--- config.mk ---
export PLATFORM = sky130hd
export DESIGN_NAME = hs_rr_arbiter
export DESIGN_NICKNAME = d
export VERILOG_FILES = /design/src/rtl/hs_pkg.sv /design/src/rtl/hs_rr_pick.sv /design/src/rtl/hs_rr_arbiter.sv
export SDC_FILE = /design/constraint.sdc
export NUM_CORES = 1
export LEC_CHECK = 0
export ABC_AREA = 0
export BUFFER_PORTS_ARGS = -buffer_cell sky130_fd_sc_hd__buf_2
export CAP_MARGIN = 30
export CORE_AREA = 4 4 41 43
export DETAILED_ROUTE_END_ITERATION = 12
export DIE_AREA = 0 0 45 47
export MAX_ROUTING_LAYER = met4
export SLEW_MARGIN = 25
export SYNTH_ARGS = -nofsm -noshare
export SYNTH_HDL_FRONTEND = slang
export SYNTH_SLANG_ARGS = --single-unit
--- constraint.sdc ---
create_clock -name clk_core -period 1.7 [get_ports clk_core]
set_clock_uncertainty 0.1 [all_clocks]
set_input_delay 0.085 -clock clk_core [delete_from_list [all_inputs] [get_ports clk_core]]
set_output_delay 0.085 -clock clk_core [all_outputs]
set_load 0.1 [all_outputs]
--- src/rtl/hs_pkg.sv ---
// Shared types and helpers for the hs_utils handshake family.
package hs_pkg;

    typedef enum logic {
        IDLE   = 1'b0,
        LOCKED = 1'b1
    } arb_state_e;

    // Index width for an N-way selector; never narrower than one bit.
    function automatic int hs_idx_w(input int n);
        return (n <= 2) ? 1 : $clog2(n);
    endfunction

endpackage

--- src/rtl/hs_rr_pick.sv ---
// Combinational rotating-priority picker: first set request at or after ptr, wrapping mod N.
module hs_rr_pick
    import hs_pkg::*;
#(
    parameter  int N     = 2,
    localparam int IDX_W = hs_idx_w(N)
) (
    input  logic [N-1:0]     req,
    input  logic [IDX_W-1:0] ptr,
    output logic             any,
    output logic [IDX_W-1:0] idx
);

    logic [2*N-1:0] dbl;
    logic [2*N-1:0] rot;
    logic           found;

    // Doubling the vector turns the wrap-around search into a plain shift + priority encode.
    assign dbl = {req, req};
    assign rot = dbl >> ptr;
    assign any = |req;

    always_comb begin
        idx   = '0;
        found = 1'b0;
        for (int k = 0; k < N; k++) begin
            if (!found && rot[k]) begin
                found = 1'b1;
                idx   = IDX_W'((int'(ptr) + k >= N) ? (int'(ptr) + k - N) : (int'(ptr) + k));
            end
        end
    end

endmodule

--- src/rtl/hs_rr_arbiter.sv ---
// Round-robin N:1 valid/ready arbiter; holds the grant while the downstream stalls.
// Handshake: a beat moves on a port when its valid and ready are both high at the rising clock edge.
module hs_rr_arbiter
    import hs_pkg::*;
#(
    parameter  int N     = 2,
    parameter  int WIDTH = 1,
    localparam int IDX_W = hs_idx_w(N)
) (
    input  logic               clk_core,
    input  logic               rst_core_n,
    input  logic               flush,
    input  logic [N*WIDTH-1:0] in,
    input  logic [N-1:0]       valid_i,
    output logic [N-1:0]       ready_o,
    output logic [WIDTH-1:0]   out,
    output logic               valid_o,
    input  logic               ready_i,
    output logic [IDX_W-1:0]   grant_o,
    output logic               state_dbg,
    output logic [IDX_W-1:0]   ptr_dbg,
    output logic [IDX_W-1:0]   lock_dbg
);

    arb_state_e       state;
    logic [IDX_W-1:0] ptr;
    logic [IDX_W-1:0] lock_idx;
    logic             pick_any;
    logic [IDX_W-1:0] pick_idx;
    logic [IDX_W-1:0] winner;
    logic [WIDTH-1:0] in_arr [N];

    hs_rr_pick #(.N(N)) u_pick (
        .req (valid_i),
        .ptr (ptr),
        .any (pick_any),
        .idx (pick_idx)
    );

    for (genvar i = 0; i < N; i++) begin : g_unpack
        assign in_arr[i]  = in[i*WIDTH +: WIDTH];
        assign ready_o[i] = ready_i & valid_o & (winner == IDX_W'(i));
    end

    // Once locked the grant ignores new requests so out/grant_o stay frozen across a stall.
    assign winner  = (state == LOCKED) ? lock_idx : pick_idx;
    assign valid_o = (state == LOCKED) ? valid_i[lock_idx] : pick_any;
    assign grant_o = valid_o ? winner : '0;
    assign out     = valid_o ? in_arr[winner] : '0;

    assign state_dbg = state;
    assign ptr_dbg   = ptr;
    assign lock_dbg  = lock_idx;

    always_ff @(posedge clk_core or negedge rst_core_n) begin
        if (!rst_core_n) begin
            state    <= IDLE;
            ptr      <= '0;
            lock_idx <= '0;
        end else if (flush) begin
            state <= IDLE;
            ptr   <= '0;
        end else if (valid_o && ready_i) begin
            state <= IDLE;
            ptr   <= (winner == IDX_W'(N - 1)) ? '0 : winner + 1'b1;
        end else if (valid_o) begin
            state    <= LOCKED;
            lock_idx <= winner;
        end
    end

endmodule

### Yosys cells after proc, flatten, opt, wreduce, memory -nomap -nowiden

Cells that the tools add are included.

* memory bits (writable): 0
* bits in registers: 3
* bits in read-only memories: 0
* memories kept: 0
* bits in latches: 0
* output and inout port bits: 8
* logic and storage cells: 46

* shifts and indexed selects: 1
* mux-type cells: 20
* eq/ne operators: 0
* add/subtract/negate cells: 4
* multiply operators: 0
* bitwise gates (word level): 7
* divide/modulo/power cells: 0
* reduce and logical (&&, ||, !) cells: 7
* order comparisons: 4

Operators by type and width (count)
* two-way mux 1 bit: 20
* greater-or-equal comparator 2 bit, second input constant: 2
* right shift 4 x 1 -> 2 bit: 1
* AND 1 bit: 3
* NOT 1 bit: 3
* AND reduction 3 bit: 1
* nonzero test 3 bit: 1
* adder 1 x 1 -> 2 bit, second input constant: 1
* greater-or-equal comparator 1 x 2 -> 1 bit, second input constant: 1
* logical AND 1 bit: 2
* less-than comparator 1 x 2 -> 1 bit, second input constant: 1
* NOT 1 -> 2 bit: 1
* nonzero test 2 bit: 1
* OR reduction 2 bit: 1
* subtractor 1 bit, second input constant: 2
* adder 1 bit, second input constant: 1
* logical NOT 1 bit: 1

### Logic depth before layout (Yosys ltp)

Gate-level depths: netlist (run 1).

* depth after elaboration: 11
* mapped depth: 4
* depth with buffers taken out: 4

### Modules after synthesis

A second synthesis (run 1) with hierarchy kept.

* cells, all modules: 24
* area total of the unflattened synthesis: 232.7 µm²

By module, submodules not included
* hs_rr_arbiter: cells an instance 21, instances 1, sequential area each 75.1 µm², area an instance 215.2 µm²
* hs_rr_pick: cells an instance 3, instances 1, sequential area each 0.0 µm², area an instance 17.5 µm²

### Worst setup path before layout (run 1)

OpenSTA, ideal clock, no wires.

* path type: flip-flop to output port
* start: register lock_idx, in the netlist lock_dbg
* end: output ready_o[0]
* setup slack: -1.908 ns
* cell stages (with the launch flop): 4
* data arrival time: 3.423 ns
* data required time: 1.515 ns
* path buffers: 0
* cells stage by stage: dfrtp_1 > nand2b_1 > o22ai_2 > nor3_1

* longest elaborated chain between the ends: 5
* elaborated cells on any way between the ends: 7
* those cells by class: mux: 4; bitwise: 3

Ends and longest elaborated chain
* start, declared: line hs_rr_arbiter.sv:27 `logic [IDX_W-1:0] lock_idx;`
* start signal, assigned: line hs_rr_arbiter.sv:68 `lock_idx <= winner;`
* two-way mux 1 bit (implied by the code) (2 in series): line hs_rr_arbiter.sv:47 `assign valid_o = (state == LOCKED) ? valid_i[lock_idx] : pick_any;`
* two-way mux 1 bit: line hs_rr_arbiter.sv:47
* AND 1 bit: line hs_rr_arbiter.sv:42 `assign ready_o[i] = ready_i & valid_o & (winner == IDX_W'(i));`
* AND 1 bit *: line hs_rr_arbiter.sv:42
* end, declared: line hs_rr_arbiter.sv:15 `output logic [N-1:0] ready_o,`

Mark *: on every way between the ends. The rest lies on a longest branch, timed or not. The select of a mux whose other input is x is not followed.

### Final worst setup path (run 1)

Ends and elaborated chain as after synthesis.

==> summary.txt, run 1 <==
Outcome
  • Status: finished, violations left
  • Failing checks: negative setup slack

Worst hold path
  • Worst hold path type: in2reg

Die
  • Die ar.: 0.00212 mm^2
  • Initial Util: 18.4%
  • # IOs: 16
  • Die Y: 47 um
  • Core area: 0.00130 mm^2
  • Die width: 45 um
  • Core Rows: 13

Routing
  • Antenna viol nets, final: 0
  • DRT Wirelength: 952 um
  • Vias per Instance: 4.55
  • Vias: 314
  • DRT Pass-1 Iters: 2
  • Initial DRC Count: 5
  • DRC viols: 0
  • Wire length per cell: 13.8 um

Finish
  • Final nets: 63
  • P&R area growth vs syn: 156%
  • Fill cells: 135
  • Reg area: 86.3 um^2
  • N_diodes: 0
  • Area of the multi-input gates: 231 um^2
  • Share of layout cells above drive strength 1: 79.6%

Timing
  • Crit path time final: 1.77 ns
  • Slew HR: 67.9%
  • Max Clock Freq: 0.566 GHz
  • Final setup margin: -0.0681 ns
  • Final worst-path cycle share: 104%
  • Count of final setup violators: 2
  • Hold Vio Cnt, Final: 0
  • Final slew viol count: 0
  • RSZ-0062 raised after global routing: true
  • Slew @ Worst Pin: 0.485 ns
  • Setup tns final: -0.105 ns

Clock tree
  • # clock sinks: 3
  • CTS tree: done
  • Clock buffers created by TritonCTS: 3
  • Root buf cell: clkbuf_4
  • Worst-Skew Late Latency: 0.23 ns
  • Clock-pin slew on the worst setup and hold paths: 0.04 ns
  • H-Tree Depth: 1
  • Clk buf depth: 2

GRT
  • First-pass GRT wire length: 1.30 mm
  • GRT Total Usage: 8.81%
  • Largest net degree at the start of global routing: 7
  • Vias in the first global route: 309
  • Grt total ovfl: 0
  • Initial antenna violation count: 0

Synthesis
  • Sequential-to-total area share from yosys stat: 31.4%
  • Mean Syn Cell Area: 9.56 um^2
  • Cell count after synthesis: 25
  • Post-synth net total: 33
  • Cell Area, Synth: 239 um^2
  • #FFs+latches synth: 3
  • Warnings, synthesis: 0
  • Synth unique cells: 18

Critical path
  • Setup crit start: lock_dbg
  • End of the critical path: ready_o[0]
  • Crit path kind: reg2out
  • Crit path cell chain: a21boi_4 > o22ai_4 > buf_6 > nor3_4 > buf_12
  • Worst R2R Setup Slack: 0.06 ns
  • Worst endpoint required time: 1.51 ns
  • Crit-path slowest cell: dfrtp_4
  • Largest delay share family, worst path: flip-flops
  • CP max stage delay: 0.51 ns
  • Startpoint Class: flip-flop
  • RR Startpoint: lock_dbg
  • Worst r2r dst: lock_dbg
  • Worst r2r path cells: 5
  • CP Depth: 5
  • Critical path endpoint category: output pin
  • CP arrival: 1.58 ns
  • Crit Path Max Fanout: 6
  • Buf/Inv on CP: 2

Job
  • Max Cap Viol: 0

Place
  • Gpl congestion: 0.679
  • Post-Place Worst Slack: 0.121 ns
  • Post-DP HPWL: 642 um
  • Port-buffer cells: 15

Pwr
  • Max VDD drop: 309 uV
  • Leak: 0.279 nW
  • Cell Pwr Density: 981 mW/mm^2
==> metrics by stage <==
step | area (um^2) | instances | total power, mW | hold slack, ns | util [%]
after floorplan | 287 | 25 | 0.326 | -0.311 | -
after global placement | 455 | 57 | 0.411 | -0.219 | 35.0
after detailed placement | 455 | 57 | 0.413 | -0.215 | 35.0
after CTS | 534 | 65 | 0.561 | 0.0412 | 41.1
after global routing | 612 | 69 | 0.627 | 0.0693 | 47.0
final | 612 | 69 | 0.600 | 0.0426 | 47.0
==> area by class of cell <==
type / instances / area share (%)
Timing Repair Buffer: 25 / 39.5
Multi-Input combinational cell: 20 / 37.8
Sequential cell: 3 / 14.1
Clock buffer: 4 / 4.29
Tap cell: 15 / 3.07
Inverter: 2 / 1.23
==> placed cells by master (no fill, tap or decap), types with 2 or more instances in the layout <==
cell           instances
and2_4                 2
buf_12                 5
dfrtp_4                3
clkbuf_4               3
dlygate4sd3_1          2
inv_1                  2
buf_6                  3
nor2_1                 2
buf_4                  5
buf_2                 10
nand2b_4               2
==> power by group <==
group / switching, mW / leakage [nW] / internal [mW]
clock network: 0.0366 / 0.0150 / 0.0879
registers: 0.0218 / 0.0345 / 0.0873
logic: 0.225 / 0.229 / 0.142
==> registers in the layout, summed over array words and instances (netlist names) <==
signal,cells
ptr_dbg,1
lock_dbg,1
state_dbg,1
==> kinds of logic (layout without fill, tap and decap cells) <==
kind of cell           count (synthesis)  after routing  synth area share (%)
muxes                                  3              3                  14.7
and+or+nand+nor                       10             10                  24.6
AOI/OAI and AO/OA                      7              7                  26.2
DFF                                    3              3                  31.4
buffers and inverters                  2             31                  3.14
==> worst min path at each step <==
stage	slack, ns	to	cells past startpoint	start
after global routing	0.07	ptr_dbg	2	ready_i
after floorplan	-0.31	lock_dbg	0	rst_core_n
after CTS	0.04	ptr_dbg	2	ready_i
after detailed placement	-0.21	state_dbg	1	rst_core_n
after global placement	-0.22	lock_dbg	1	rst_core_n
final	0.04	ptr_dbg	2	ready_i
==> synth_stat cells, drive strengths merged <==
library cell,number,share of area (%)
nor3,2,6.3
mux2,1,6.3
a2bb2oi,1,3.7
and2,2,5.8
dfrtp,3,31
mux2i,2,8.4
a22o,1,3.7
o22ai,1,5.2
nor2b,1,2.6
a21boi,1,4.7
a21oi,1,2.1
nand2b,2,5.2
o21a,1,3.1
a311oi,1,3.7
nor2,3,4.7
inv,2,3.1
==> metal layers <==
layer  vias to the layer above  GRT usage (%)  share of wire [%]
li1                        150              -                  -
met5                         -              -                  0
met3                         0           1.15                5.4
met1                       150           9.55                 42
met4                         0           5.26                  0
met2                        14           15.3                 52
==> timing repair <==
action                                 CTS  global route
pin swaps                                2             4
resized for setup                        3            11
endpoints found under the hold margin    5             0
setup buffers                            2             4
hold buffers                             2             0
setup endpoints to repair                4             4
Note: power is estimated with default switching activity, not from simulation.
==> inputs of run 2 (changes only) <==
- SETUP_SLACK_MARGIN: unset -> 0.2
==> run 2 against run 1 <==
Effect of this change: the run still ends with negative setup slack left; sequential share of layout area up 0.058 points; clock-buffer cell count is the same; wire length is 0.84% higher; highest routed layer unchanged; largest cell class is now multi-input combinational cells; non-clock buffer count fell by 1; total power rose by 0.96%.
==> summary.txt, run 2 (same netlist as run 1, synthesis figures left out) <==
Outcome
  • Status: finished, violations left
  • Failing checks: negative setup slack

GRT
  • Grt total ovfl: 0
  • Busiest grt layer: met2
  • Initial antenna violation count: 0
  • Met2 GRT Util: 15.8%
  • Vias in the first global route: 307
  • Met1 usage: 11.8%
  • First-pass GRT wire length: 1.38 mm
  • M3 GR Usage: 1.15%
  • GRT Total Usage: 10.0%
  • Largest net degree at the start of global routing: 8

Critical path
  • CP arrival: 1.56 ns
  • Buf/Inv on CP: 2
  • Critical path endpoint category: output pin
  • Worst endpoint required time: 1.51 ns
  • Crit Path Max Fanout: 2
  • Crit path cell chain: nand2b_4 > a22o_4 > buf_6 > nor3_4 > buf_12
  • Crit-path slowest cell: dfrtp_4
  • Largest delay share family, worst path: flip-flops
  • Startpoint Class: flip-flop
  • CP max stage delay: 0.47 ns
  • Crit path kind: reg2out

Die
  • Die width: 45 um
  • Core Rows: 13
  • # IOs: 16
  • Initial Util: 18.4%
  • Die Y: 47 um
  • Die ar.: 0.00212 mm^2
  • Core area: 0.00130 mm^2

Place
  • Post-DP HPWL: 629 um
  • Placed insts: 56
  • Gpl congestion: 0.758
  • Port-buffer cells: 15

Routing
  • DRT Wirelength: 960 um
  • Vias: 298
  • Initial DRC Count: 3
  • Wire length per cell: 14.1 um
  • DRT Pass-1 Iters: 4
  • DRC viols: 0
  • Vias per Instance: 4.38
  • Antenna viol nets, final: 0

Clock tree
  • Root buf cell: clkbuf_4
  • Clock buffers created by TritonCTS: 3
  • H-Tree Depth: 1
  • Clock-pin slew on the worst setup and hold paths: 0.04 ns
  • CTS tree: done
  • Clk buf depth: 2
  • Worst-Skew Late Latency: 0.24 ns
  • # clock sinks: 3

Timing
  • Final setup margin: -0.0427 ns
  • RSZ-0062 raised after global routing: true
  • Final slew viol count: 0
  • Final worst-path cycle share: 103%
  • Hold Vio Cnt, Final: 0
  • Slew HR: 67.9%
  • Slew @ Worst Pin: 0.484 ns
  • Crit path time final: 1.74 ns
  • Count of final setup violators: 2
  • Max Clock Freq: 0.574 GHz
  • Hold slack final: 0.0740 ns

Finish
  • Final nets: 62
  • Commonest non-fill, non-tap cell in the layout: buf_2
  • P&R area growth vs syn: 155%
  • Share of layout cells above drive strength 1: 81.1%
  • Reg area: 86.3 um^2
  • Area of the multi-input gates: 244 um^2
  • Commonest non-fill, non-tap cells in the layout: buf_2, buf_4, buf_12, clkbuf_4, dfrtp_4
  • Fill cells: 136
  • Non-Filler Instances: 68
  • Core Util, Final: 46.8%
  • N_diodes: 0

Pwr
  • Max VDD drop: 294 uV
  • Cell Pwr Density: 994 mW/mm^2
  • Leak: 0.275 nW
  • Overall power: 0.606 mW

Worst hold path
  • Worst hold path type: in2async

Job
  • Max Cap Viol: 0
run 2: cell count changes in the layout (fill, tap and decap cells not counted):
cell	delta
buf_4	+1
a311oi_2	+1
a311oi_1	-1
nor3_2	-1
nor3_4	+1
buf_6	-2
run 2: repair_timing:
action / CTS / global route
setup buffers: 5 / 1
setup endpoints to repair: 6 / 6
hold buffers: 2 / 0
pin swaps: 3 / 1
gates resized for setup: 3 / 4
gates cloned: 0 / 0
hold endpoints to repair: 5 / 0
run 2: final cells by class:
| class | instances | share of cell area, % |
|---|---|---|
| clock buffer | 4 | 4.31 |
| inverter | 2 | 1.23 |
| multi-input combinational | 20 | 40.0 |
| sequential | 3 | 14.2 |
| tap | 15 | 3.08 |
| timing repair buffer | 24 | 37.2 |
run 2: power breakdown:
group | switching, mW | total, mW | internal (mW)
Combinational | 0.230 | 0.370 | 0.141
Sequential | 0.0224 | 0.110 | 0.0873
Clock | 0.0375 | 0.126 | 0.0880
run 2: worst paths after layout:
kind	startpoint	cells after the start	slack [ns]	end
max in group asynchronous	rst_core_n	2	1.30	ptr_dbg
min in group clk_core	ready_i	2	0.08	ptr_dbg
worst max register to register	lock_dbg	5	0.04	lock_dbg
worst max-delay path	ptr_dbg	5	-0.04	ready_o[0]
worst min-delay path	rst_core_n	2	0.07	lock_dbg
worst min register to register	ptr_dbg	2	0.55	ptr_dbg
run 2: metal layers:
metal / wire [um] / up-vias / share of wire [%]
li1: - / 147 / -
met1: 364 / 140 / 38
met2: 537 / 11 / 56
met3: 58 / 0 / 6.0
met4: 0 / 0 / 0
met5: 0 / - / 0
run 2: metrics by stage:
| step | setup slack [ns] | cell area [um^2] | TNS, ns |
|---|---|---|---|
| final | -0.0427 | 609 | -0.0824 |
| after global routing | -0.101 | 609 | -0.258 |
| after CTS | -0.0688 | 586 | -0.158 |
| after detailed placement | 0.146 | 485 | 0 |
| after global placement | 0.180 | 485 | 0 |
| after floorplan | -0.270 | 309 | -0.726 |
